==> config.mk <==
export PLATFORM = sky130hd
export DESIGN_NAME = decode_ctrl_pipe
export DESIGN_NICKNAME = d
export VERILOG_FILES = /design/src/rtl/decode_ctrl_pipe.sv
export SDC_FILE = /design/constraint.sdc
export NUM_CORES = 1
export LEC_CHECK = 0
export ABC_AREA = 1
export CORE_AREA = 2 2 126 128
export CTS_BUF_LIST = sky130_fd_sc_hd__clkbuf_4 sky130_fd_sc_hd__clkbuf_8
export CTS_CLUSTER_SIZE = 30
export DETAILED_ROUTE_END_ITERATION = 10
export DIE_AREA = 0 0 128 130
export PLACE_DENSITY = 0.65
export SLEW_MARGIN = 20
export SYNTH_ARGS = -nofsm -noshare
export SYNTH_HDL_FRONTEND = slang
export SYNTH_SLANG_ARGS = --single-unit
==> constraint.sdc <==
create_clock -name CLK -period 1.8 [get_ports CLK]
set_input_delay 0.18 -clock CLK [delete_from_list [all_inputs] [get_ports CLK]]
set_output_delay 0.18 -clock CLK [all_outputs]
set_load 0.02 [all_outputs]
==> src/rtl/decode_ctrl_pipe.sv <==
// decode_ctrl_pipe: registered MIPS decode with valid/ready, load-use scoreboard, flush, sticky halt; perf counters under DECODE_CTRL_PERF_EN
module decode_ctrl_pipe #(
  parameter int WORD_W   = 32,
  parameter int REG_AW   = 5,
  parameter int LOAD_LAT = 1
) (
  input  logic              CLK,
  input  logic              nRST,
  input  logic [WORD_W-1:0] instr_i,
  input  logic              instr_valid_i,
  output logic              instr_ready_o,
  input  logic              flush_i,
  input  logic              ex_ready_i,
  output logic              ctrl_valid_o,
  output logic [3:0]        aluop_o,
  output logic [REG_AW-1:0] rs_o,
  output logic [REG_AW-1:0] rt_o,
  output logic [REG_AW-1:0] wsel_o,
  output logic [WORD_W-1:0] imm_ext_o,
  output logic [25:0]       imm26_o,
  output logic [1:0]        alu_src_o,
  output logic [1:0]        jump_sel_o,
  output logic              branch_o,
  output logic              bne_o,
  output logic              reg_write_o,
  output logic              dren_o,
  output logic              dwen_o,
  output logic              mem_to_reg_o,
  output logic              lui_o,
  output logic              jal_o,
  output logic              halt_o,
  output logic              hazard_o,
  output logic [31:0]       perf_instr_o,
  output logic [31:0]       perf_stall_o
);
  localparam logic [3:0] ALU_SLL = 4'd0, ALU_SRL = 4'd1, ALU_ADD = 4'd2, ALU_SUB = 4'd3,
                         ALU_AND = 4'd4, ALU_OR = 4'd5, ALU_XOR = 4'd6, ALU_NOR = 4'd7,
                         ALU_SLT = 4'd8, ALU_SLTU = 4'd9;
  localparam logic [5:0] OP_R = 6'h00, OP_J = 6'h02, OP_JAL = 6'h03, OP_BEQ = 6'h04, OP_BNE = 6'h05,
                         OP_ADDIU = 6'h09, OP_SLTI = 6'h0A, OP_SLTIU = 6'h0B, OP_ANDI = 6'h0C,
                         OP_ORI = 6'h0D, OP_XORI = 6'h0E, OP_LUI = 6'h0F, OP_LW = 6'h23,
                         OP_SW = 6'h2B, OP_HALT = 6'h3F;
  typedef struct packed {
    logic [3:0]        aluop;
    logic [REG_AW-1:0] rs;
    logic [REG_AW-1:0] rt;
    logic [REG_AW-1:0] wsel;
    logic [WORD_W-1:0] imm_ext;
    logic [25:0]       imm26;
    logic [1:0]        alu_src;
    logic [1:0]        jump_sel;
    logic              branch;
    logic              bne;
    logic              reg_write;
    logic              dren;
    logic              dwen;
    logic              mem_to_reg;
    logic              lui;
    logic              jal;
  } ctrl_t;
  ctrl_t dec, ctrl_d, ctrl_q;
  logic valid_d, valid_q, halted_d, halted_q;
  logic [LOAD_LAT-1:0] sbv_d, sbv_q;
  logic [LOAD_LAT-1:0][REG_AW-1:0] sba_d, sba_q;
  logic [5:0] op, funct;
  logic [15:0] imm;
  logic rt_src, hit, adv, take;
  assign op    = instr_i[31:26];
  assign funct = instr_i[5:0];
  assign imm   = instr_i[15:0];
  always_comb begin
    dec          = '0;
    dec.aluop    = ALU_ADD;
    dec.rs       = instr_i[25:21];
    dec.rt       = instr_i[20:16];
    dec.wsel     = instr_i[20:16];
    dec.imm_ext  = {{16{imm[15]}}, imm};
    dec.imm26    = instr_i[25:0];
    case (op)
      OP_R: begin
        dec.wsel      = instr_i[15:11];
        dec.reg_write = 1'b1;
        case (funct)
          6'h00: dec.aluop = ALU_SLL;
          6'h02: dec.aluop = ALU_SRL;
          6'h08: begin
            dec.jump_sel  = 2'b10;
            dec.reg_write = 1'b0;
          end
          6'h20, 6'h21: dec.aluop = ALU_ADD;
          6'h22, 6'h23: dec.aluop = ALU_SUB;
          6'h24: dec.aluop = ALU_AND;
          6'h25: dec.aluop = ALU_OR;
          6'h26: dec.aluop = ALU_XOR;
          6'h27: dec.aluop = ALU_NOR;
          6'h2A: dec.aluop = ALU_SLT;
          6'h2B: dec.aluop = ALU_SLTU;
          default: dec.reg_write = 1'b0;
        endcase
      end
      OP_J: dec.jump_sel = 2'b01;
      OP_JAL: begin
        dec.jump_sel  = 2'b01;
        dec.wsel      = REG_AW'(31);
        dec.jal       = 1'b1;
        dec.reg_write = 1'b1;
      end
      OP_BEQ, OP_BNE: begin
        dec.branch   = 1'b1;
        dec.bne      = op == OP_BNE;
        dec.aluop    = ALU_SUB;
        dec.jump_sel = 2'b11;
      end
      OP_ADDIU, OP_SLTI, OP_SLTIU: begin
        dec.alu_src   = 2'b10;
        dec.reg_write = 1'b1;
        dec.aluop     = op == OP_SLTI ? ALU_SLT : op == OP_SLTIU ? ALU_SLTU : ALU_ADD;
      end
      OP_ANDI, OP_ORI, OP_XORI: begin
        dec.alu_src   = 2'b01;
        dec.reg_write = 1'b1;
        dec.imm_ext   = {16'h0, imm};
        dec.aluop     = op == OP_ANDI ? ALU_AND : op == OP_ORI ? ALU_OR : ALU_XOR;
      end
      OP_LUI: begin
        dec.lui       = 1'b1;
        dec.reg_write = 1'b1;
        dec.imm_ext   = {imm, 16'h0};
      end
      OP_LW: begin
        dec.alu_src    = 2'b10;
        dec.dren       = 1'b1;
        dec.mem_to_reg = 1'b1;
        dec.reg_write  = 1'b1;
      end
      OP_SW: begin
        dec.alu_src = 2'b10;
        dec.dwen    = 1'b1;
      end
      default: ;
    endcase
  end
  assign rt_src = op == OP_R || op == OP_BEQ || op == OP_BNE || op == OP_SW;
  always_comb begin
    hit = 1'b0;
    for (int i = 0; i < LOAD_LAT; i++)
      hit |= sbv_q[i] && sba_q[i] != '0 && (sba_q[i] == dec.rs || (rt_src && sba_q[i] == dec.rt));
  end
  assign hazard_o      = instr_valid_i & ~halted_q & hit;
  assign adv           = ~valid_q | ex_ready_i;
  assign instr_ready_o = adv & instr_valid_i & ~halted_q & (flush_i | ~hazard_o);
  assign take          = instr_ready_o & ~flush_i;
  assign ctrl_d   = adv ? (take ? dec : '0) : ctrl_q;
  assign valid_d  = adv ? take : valid_q;
  assign halted_d = halted_q | (take & op == OP_HALT);
  // Scoreboard only ages when the pipe advances, so a stall keeps the load's distance intact
  always_comb begin
    sbv_d = sbv_q;
    sba_d = sba_q;
    if (adv) begin
      for (int i = LOAD_LAT - 1; i > 0; i--) begin
        sbv_d[i] = sbv_q[i-1];
        sba_d[i] = sba_q[i-1];
      end
      sbv_d[0] = take & dec.dren;
      sba_d[0] = (take & dec.dren) ? dec.wsel : '0;
    end
  end
  always_ff @(posedge CLK or negedge nRST) begin
    if (!nRST) begin
      ctrl_q   <= '0;
      valid_q  <= 1'b0;
      halted_q <= 1'b0;
      sbv_q    <= '0;
      sba_q    <= '0;
    end else begin
      ctrl_q   <= ctrl_d;
      valid_q  <= valid_d;
      halted_q <= halted_d;
      sbv_q    <= sbv_d;
      sba_q    <= sba_d;
    end
  end
  assign ctrl_valid_o = valid_q;
  assign halt_o       = halted_q;
  assign aluop_o      = ctrl_q.aluop;
  assign rs_o         = ctrl_q.rs;
  assign rt_o         = ctrl_q.rt;
  assign wsel_o       = ctrl_q.wsel;
  assign imm_ext_o    = ctrl_q.imm_ext;
  assign imm26_o      = ctrl_q.imm26;
  assign alu_src_o    = ctrl_q.alu_src;
  assign jump_sel_o   = ctrl_q.jump_sel;
  assign branch_o     = ctrl_q.branch;
  assign bne_o        = ctrl_q.bne;
  assign reg_write_o  = ctrl_q.reg_write;
  assign dren_o       = ctrl_q.dren;
  assign dwen_o       = ctrl_q.dwen;
  assign mem_to_reg_o = ctrl_q.mem_to_reg;
  assign lui_o        = ctrl_q.lui;
  assign jal_o        = ctrl_q.jal;
`ifdef DECODE_CTRL_PERF_EN
  logic [31:0] perf_instr_d, perf_instr_q, perf_stall_d, perf_stall_q;
  assign perf_instr_d = perf_instr_q + 32'(take);
  assign perf_stall_d = perf_stall_q + 32'(hazard_o & ~flush_i & adv);
  always_ff @(posedge CLK or negedge nRST) begin
    if (!nRST) begin
      perf_instr_q <= '0;
      perf_stall_q <= '0;
    end else begin
      perf_instr_q <= perf_instr_d;
      perf_stall_q <= perf_stall_d;
    end
  end
  assign perf_instr_o = perf_instr_q;
  assign perf_stall_o = perf_stall_q;
`else
  assign perf_instr_o = '0;
  assign perf_stall_o = '0;
`endif
endmodule

==> flow_metrics.tcl, run 1 <==
set metrics [dict create \
    nets 748 \
    routed_via_density 4.41 \
    rsz0062_at_grt "true" \
    syn_inst 543 \
    vias 4007 \
    violations "negative setup slack" \
    grt_util_all_layers_pct 16.0 \
    power_density_mw_per_mm2 608 \
    cpMaxStageDelayCell "dfrtp_2" \
    drive_gt1_share_pct 13.4 \
    syn_to_final_growth_pct 40.8 \
    critical_path.cell_chain "xnor2_1 -> nand2_1 -> nor2_2 -> nand3_1 -> nand2_1 -> nand2_2 -> o21ai_1 -> inv_1 -> buf_6" \
    die_width_um 128 \
    arrival_ps 1670 \
    synth_edf_count 0 \
    h-tree-depth 3 \
    hold_viol 0 \
    antenna_found_initial 0 \
    fmax_mhz 541 \
    first_pass_iters 4 \
    critPathLaunchType "flop" \
    crit_top_cell "nand2_1" \
    fin_crit_sh_pct 103 \
    cp_slowest_stage_delay_ps 450 \
    antenna_cells 0 \
    cts_tree "built" \
    cts.sinks 85 \
    gp_congestion 0.846 \
    ioPinCount 194 \
    hold_path_class "input pin to flop" \
    setup.worst_path.end_class "output port" \
    ant_nets 0 \
    p_leak_nw 3.05 \
    rrSetupSlack_ps 110 \
    peakVddDrop_mv 0.255 \
    min_to "dwen_o" \
    die_area_mm2 0.0166 \
    grt_pass1_vias 3823 \
    grt_max_degree 57 \
    synth_warnings 0 \
    dr.first_iter.drc_count 209 \
    synth_ff_type "dfrtp_1" \
    reg2reg_from "sba_q[0]" \
    avgRoutedWirePerCell_um 14.4 \
    drcViolationCount 0 \
    wirelength_um 13100 \
    fin_ws_ps -47.0 \
    yosys-top-cells-area "dfrtp_1, buf_4, nand2_1, o21ai_1, o21ai_0" \
    cp_data_required_time_ps 1620 \
    async_flop_share_pct 100 \
    synth_area_mm2 0.00448 \
    grt.overflow.total 0 \
    synth.top_cell.area_share_pct 47.5 \
    finalSetupTns_ps -47.0 \
    syn_avg_cell_area_um2 8.25 \
    ys_seq_elements 85 \
    p_total_mw 3.83 \
    path_clk_slew_ps 90 \
    rr_endpoint "imm_ext_o[28]" \
    synth_top_cell_by_area "dfrtp_1" \
    yosysSeqAreaShare_pct 47.5 \
    maxSlewViolCount 0 \
    dieHeight_um 130 \
    portBuffers 129 \
    insertion_delay_ps 350 \
    hold_slack_ps 335 \
    status "finished with violations" \
    setup_viol 1 \
    start_util_pct 29.0 \
    fp-row-count 46 \
    crit_fanout 4 \
    maxCapViolations 0 \
    cts_root_buf "clkbuf_8" \
    yosys.cell_types.count 33 \
    fp.coreArea_mm2 0.0154 \
    finalCriticalPeriod_ps 1850 \
    timing_worst_setup_path_type "flop to output port" \
    cts_buffers 9 \
    worst_clock_skew_ps 12.5 \
    detailed_place_hpwl_um 9870 \
    holdPathStages 5 \
    hp-start "instr_i[29]" \
    cts_max_path_buffers 2 \
    ff2ff_path_depth 9 \
    grt_pass1_wl_um 20700 \
]
layer usage:
layer  vias up  global-route usage [%]  wire, um
met1      1890                    22.1      5890
met5         -                       0         0
met3        14                    2.34       600
li1       1957                       -         -
met2       146                    26.2      6360
met4         0                    4.78       197
flip-flops by register name, indices dropped and copies added, names as in the netlist, 2 cells and up:
name,cells
alu_src_o,2
aluop_o,4
imm26_o,17
imm_ext_o,32
jump_sel_o,2
rs_o,5
rt_o,4
sba_q,5
wsel_o,5
cells in the mapped netlist (5+ instances only):
master / instances
dfrtp_1: 85
xnor2_1: 5
clkbuf_1: 13
o21ai_1: 40
nand2_1: 154
o22ai_1: 5
nand3_1: 10
o21ai_0: 39
nor2_1: 28
o21bai_1: 5
nand4_1: 5
buf_4: 79
inv_1: 32
o211ai_1: 13
critical path: cells and delay by family (launching register included):
kind,cells,cell delay [ps]
AOI/OAI and AO/OA,1,120
and+or+nand+nor,5,430
DFF,1,450
xor gates and xnor gates,1,140
buffers and inverters,2,180
where the power goes:
part                  switching [mW]  internal (mW)  total (mW)
logic                          0.299          0.164       0.464
clock network                  0.693          0.770        1.46
registers      0.0000000000000000368           1.91        1.91
worst max-delay path by stage:
stage,from,slack (ps),to,cells after the start
2_1_floorplan,ctrl_valid_o,260,dren_o,6
3_3_place_gp,instr_i[29],-530,instr_ready_o,11
3_5_place_dp,instr_i[29],-560,instr_ready_o,11
4_1_cts,sba_q[0],-50,instr_ready_o,9
5_1_grt,sba_q[0],-140,instr_ready_o,9
6_report,sba_q[0],-50,instr_ready_o,9
layout by cell type, fill, tap and decap left out, drive strengths merged, types with 2 or more instances in the layout:
cell           instances
nand4                  5
nor2                  29
clkinv                 2
o211ai                13
nand3                 13
dfrtp                 85
a21oi                  3
nor3                   3
buf                   66
o22ai                  5
nand2                155
conb                  64
clkbuf                13
clkdlybuf4s50        125
xor2                   3
o21bai                 5
inv                   33
o21ai                 79
xnor2                  5
area by class of cell:
class                   count  area (um^2)
clock inverters             3         42.5
fillers                  1593         9120
repair buffers            193         1800
well taps                 192          240
multi-input cells         388         1790
inverters                  34          131
clock buffers              13          173
flip-flops and latches     85         2130
cell families (layout without fill, tap and decap cells):
group	Yosys count	after routing	share of synthesized area (%)
and+or+nand+nor	205	205	18.5
buffers and inverters	133	243	18.4
AOI/OAI and AO/OA	111	111	13.9
DFF	85	85	47.5
xor gates and xnor gates	8	8	1.56
other	1	64	0.0837
what timing repair did:
item                                    CTS  global route
hold endpoints to repair                 85             0
pin swaps                                 1             3
hold buffers                              1             0
gates resized for setup                  16             8
endpoints found under the setup margin    2            57
buffers inserted                          1             0
cloned                                    0             0
through the flow:
step / cell area (um^2) / cells / setup slack (ps) / util, %
final: 6310 / 908 / -47.0 / 40.9
after global routing: 6310 / 908 / -141 / 40.9
after CTS: 6280 / 908 / -53.4 / 40.7
after detailed placement: 6030 / 890 / -556 / 39.1
after global placement: 6030 / 890 / -529 / 39.1
after floorplan: 4710 / 606 / 255 / -
No activity file was read; power rests on OpenSTA's default activity.
==> inputs of run 2 (changes only) <==
- clock period: 1.8 -> 2.4 ns (I/O delays scaled with it)
==> run 2 against run 1 <==
Effect of this change:
- the run now ends clean
- power down 16%
- combinational power decreased by 30%
- die area is the same
- register-to-register slack improved by 370 ps
- first-iteration DRC count rose by 35%
- final area fell by 3.6%
- hold slack got worse by 16 ps
- sequential power down 25%
- largest cell class unchanged
- highest routed layer unchanged
==> flow_metrics.tcl, run 2 (synthesized netlist as in run 1, its figures left out) <==
set metrics [dict create \
    status "finished, final reports clean" \
    cts_root_buf "clkbuf_8" \
    dp_cells 853 \
    arrival_ps 1930 \
    utilization_pct 39.4 \
    grt.overflow.total 0 \
    placed_area_mm2 0.00577 \
    antenna_found_initial 0 \
    portBuffers 129 \
    avgRoutedWirePerCell_um 14.7 \
    nets 710 \
    maxSlewViolCount 0 \
    fin_ws_ps 230 \
    dr.first_iter.drc_count 282 \
    fin_cells 870 \
    hold_path_class "input pin to async pin" \
    setup_viol 0 \
    grt_max_degree 80 \
    antenna_cells 0 \
    peakVddDrop_mv 0.274 \
    largest_reg_flops 32 \
    cts.sinks 85 \
    cp_data_required_time_ps 2160 \
    cts_max_path_buffers 2 \
    wirelength_um 12700 \
    vias 3845 \
    rsz0062_at_grt "false" \
    drcViolationCount 0 \
    worst_clock_skew_ps 11.9 \
    p_total_mw 3.21 \
    grt_pass1_wl_um 19900 \
    cts_buffers 9 \
    maxCapViolations 0 \
    grt_pass1_vias 3741 \
    die_area_mm2 0.0166 \
    fp-row-count 46 \
    ioPinCount 194 \
    rrSetupSlack_ps 480 \
    first_pass_iters 4 \
    ant_nets 0 \
    fin_crit_sh_pct 90.4 \
    gp_congestion 0.900 \
    finalSetupTns_ps 0 \
    dieHeight_um 130 \
    hold_viol 0 \
    insertion_delay_ps 360 \
    grt_util_all_layers_pct 15.4 \
    path_clk_slew_ps 90 \
    dp_slack_ps -46.1 \
    hold_slack_ps 319 \
    fp.coreArea_mm2 0.0154 \
    die_width_um 128 \
    timing_worst_setup_path_type "flop to output port" \
    final_cell_area_mm2 0.00608 \
    detailed_place_hpwl_um 9340 \
    final_common_cell "nand2_1" \
    setup.worst_path.end_class "output port" \
    p_leak_nw 2.91 \
    syn_to_final_growth_pct 35.7 \
    fmax_mhz 461 \
    crit_fanout 4 \
    cts_tree "built" \
    start_util_pct 29.0 \
    drive_gt1_share_pct 7.67 \
    cts_setup_buffers 0 \
    routed_via_density 4.42 \
    power_density_mw_per_mm2 527 \
    finalCriticalPeriod_ps 2170 \
    h-tree-depth 3 \
    critPathLaunchType "flop" \
    final_cell_mix "nand2_1, clkdlybuf4s50_1, dfrtp_1" \
]
run 2: cell count changes in the layout (fill, tap and decap cells not counted), sizes merged:
cell	previous run	this run
clkinvlp	1	0
dlygate4sd2	0	1
clkdlybuf4s50	125	126
bufinv	1	5
clkbuf	13	10
buf	66	26
run 2: worst paths after layout:
path	startpoint	to	cells after the start
worst max-delay path	sba_q[1]	instr_ready_o	9
worst min-delay path	nRST	imm_ext_o[1]	2
worst max register to register	sba_q[1]	imm_ext_o[22]	10
worst min register to register	reg_write_o	reg_write_o	2
max in group asynchronous	nRST	rt_o[0]	3
min in group CLK	instr_i[24]	rs_o[3]	3
run 2: report_power, final:
part	switching [mW]	internal (mW)	total, mW	leakage (nW)
clock network	0.535	0.916	1.45	0.144
registers	0.0000000000000000264	1.43	1.43	1.18
logic	0.220	0.103	0.324	1.58
run 2: area by class of cell:
type,instances,area [um^2]
clock buffer,10,131
clock inverter,6,159
fill,1596,9350
sequential,85,2130
inverter,34,131
timing repair buffer,155,1510
multi-input combinational,388,1780
tap,192,240
run 2: timing repair:
action                                 4_1_cts  5_1_grt
resized for setup                            1        3
setup endpoints to repair                    1        2
endpoints found under the hold margin       23        0
hold buffers                                 1        0
run 2: metal layers:
layer	wire length, um	global-route usage, %	up-vias
met5	0	0	-
met4	135	4.40	0
met3	611	2.95	8
met2	6170	25.4	129
met1	5840	20.7	1829
li1	-	-	1879
run 2: worst max-delay path: stages, from the launching register on:
cell and delay [ps]:
dfrtp_1 440, xnor2_1 170, nand2_1 70, nor2_1 160, nand3_1 100, nand2_1 80, nand2_2 60, o21ai_0 140
inv_1 50, dlygate4sd2_1 310
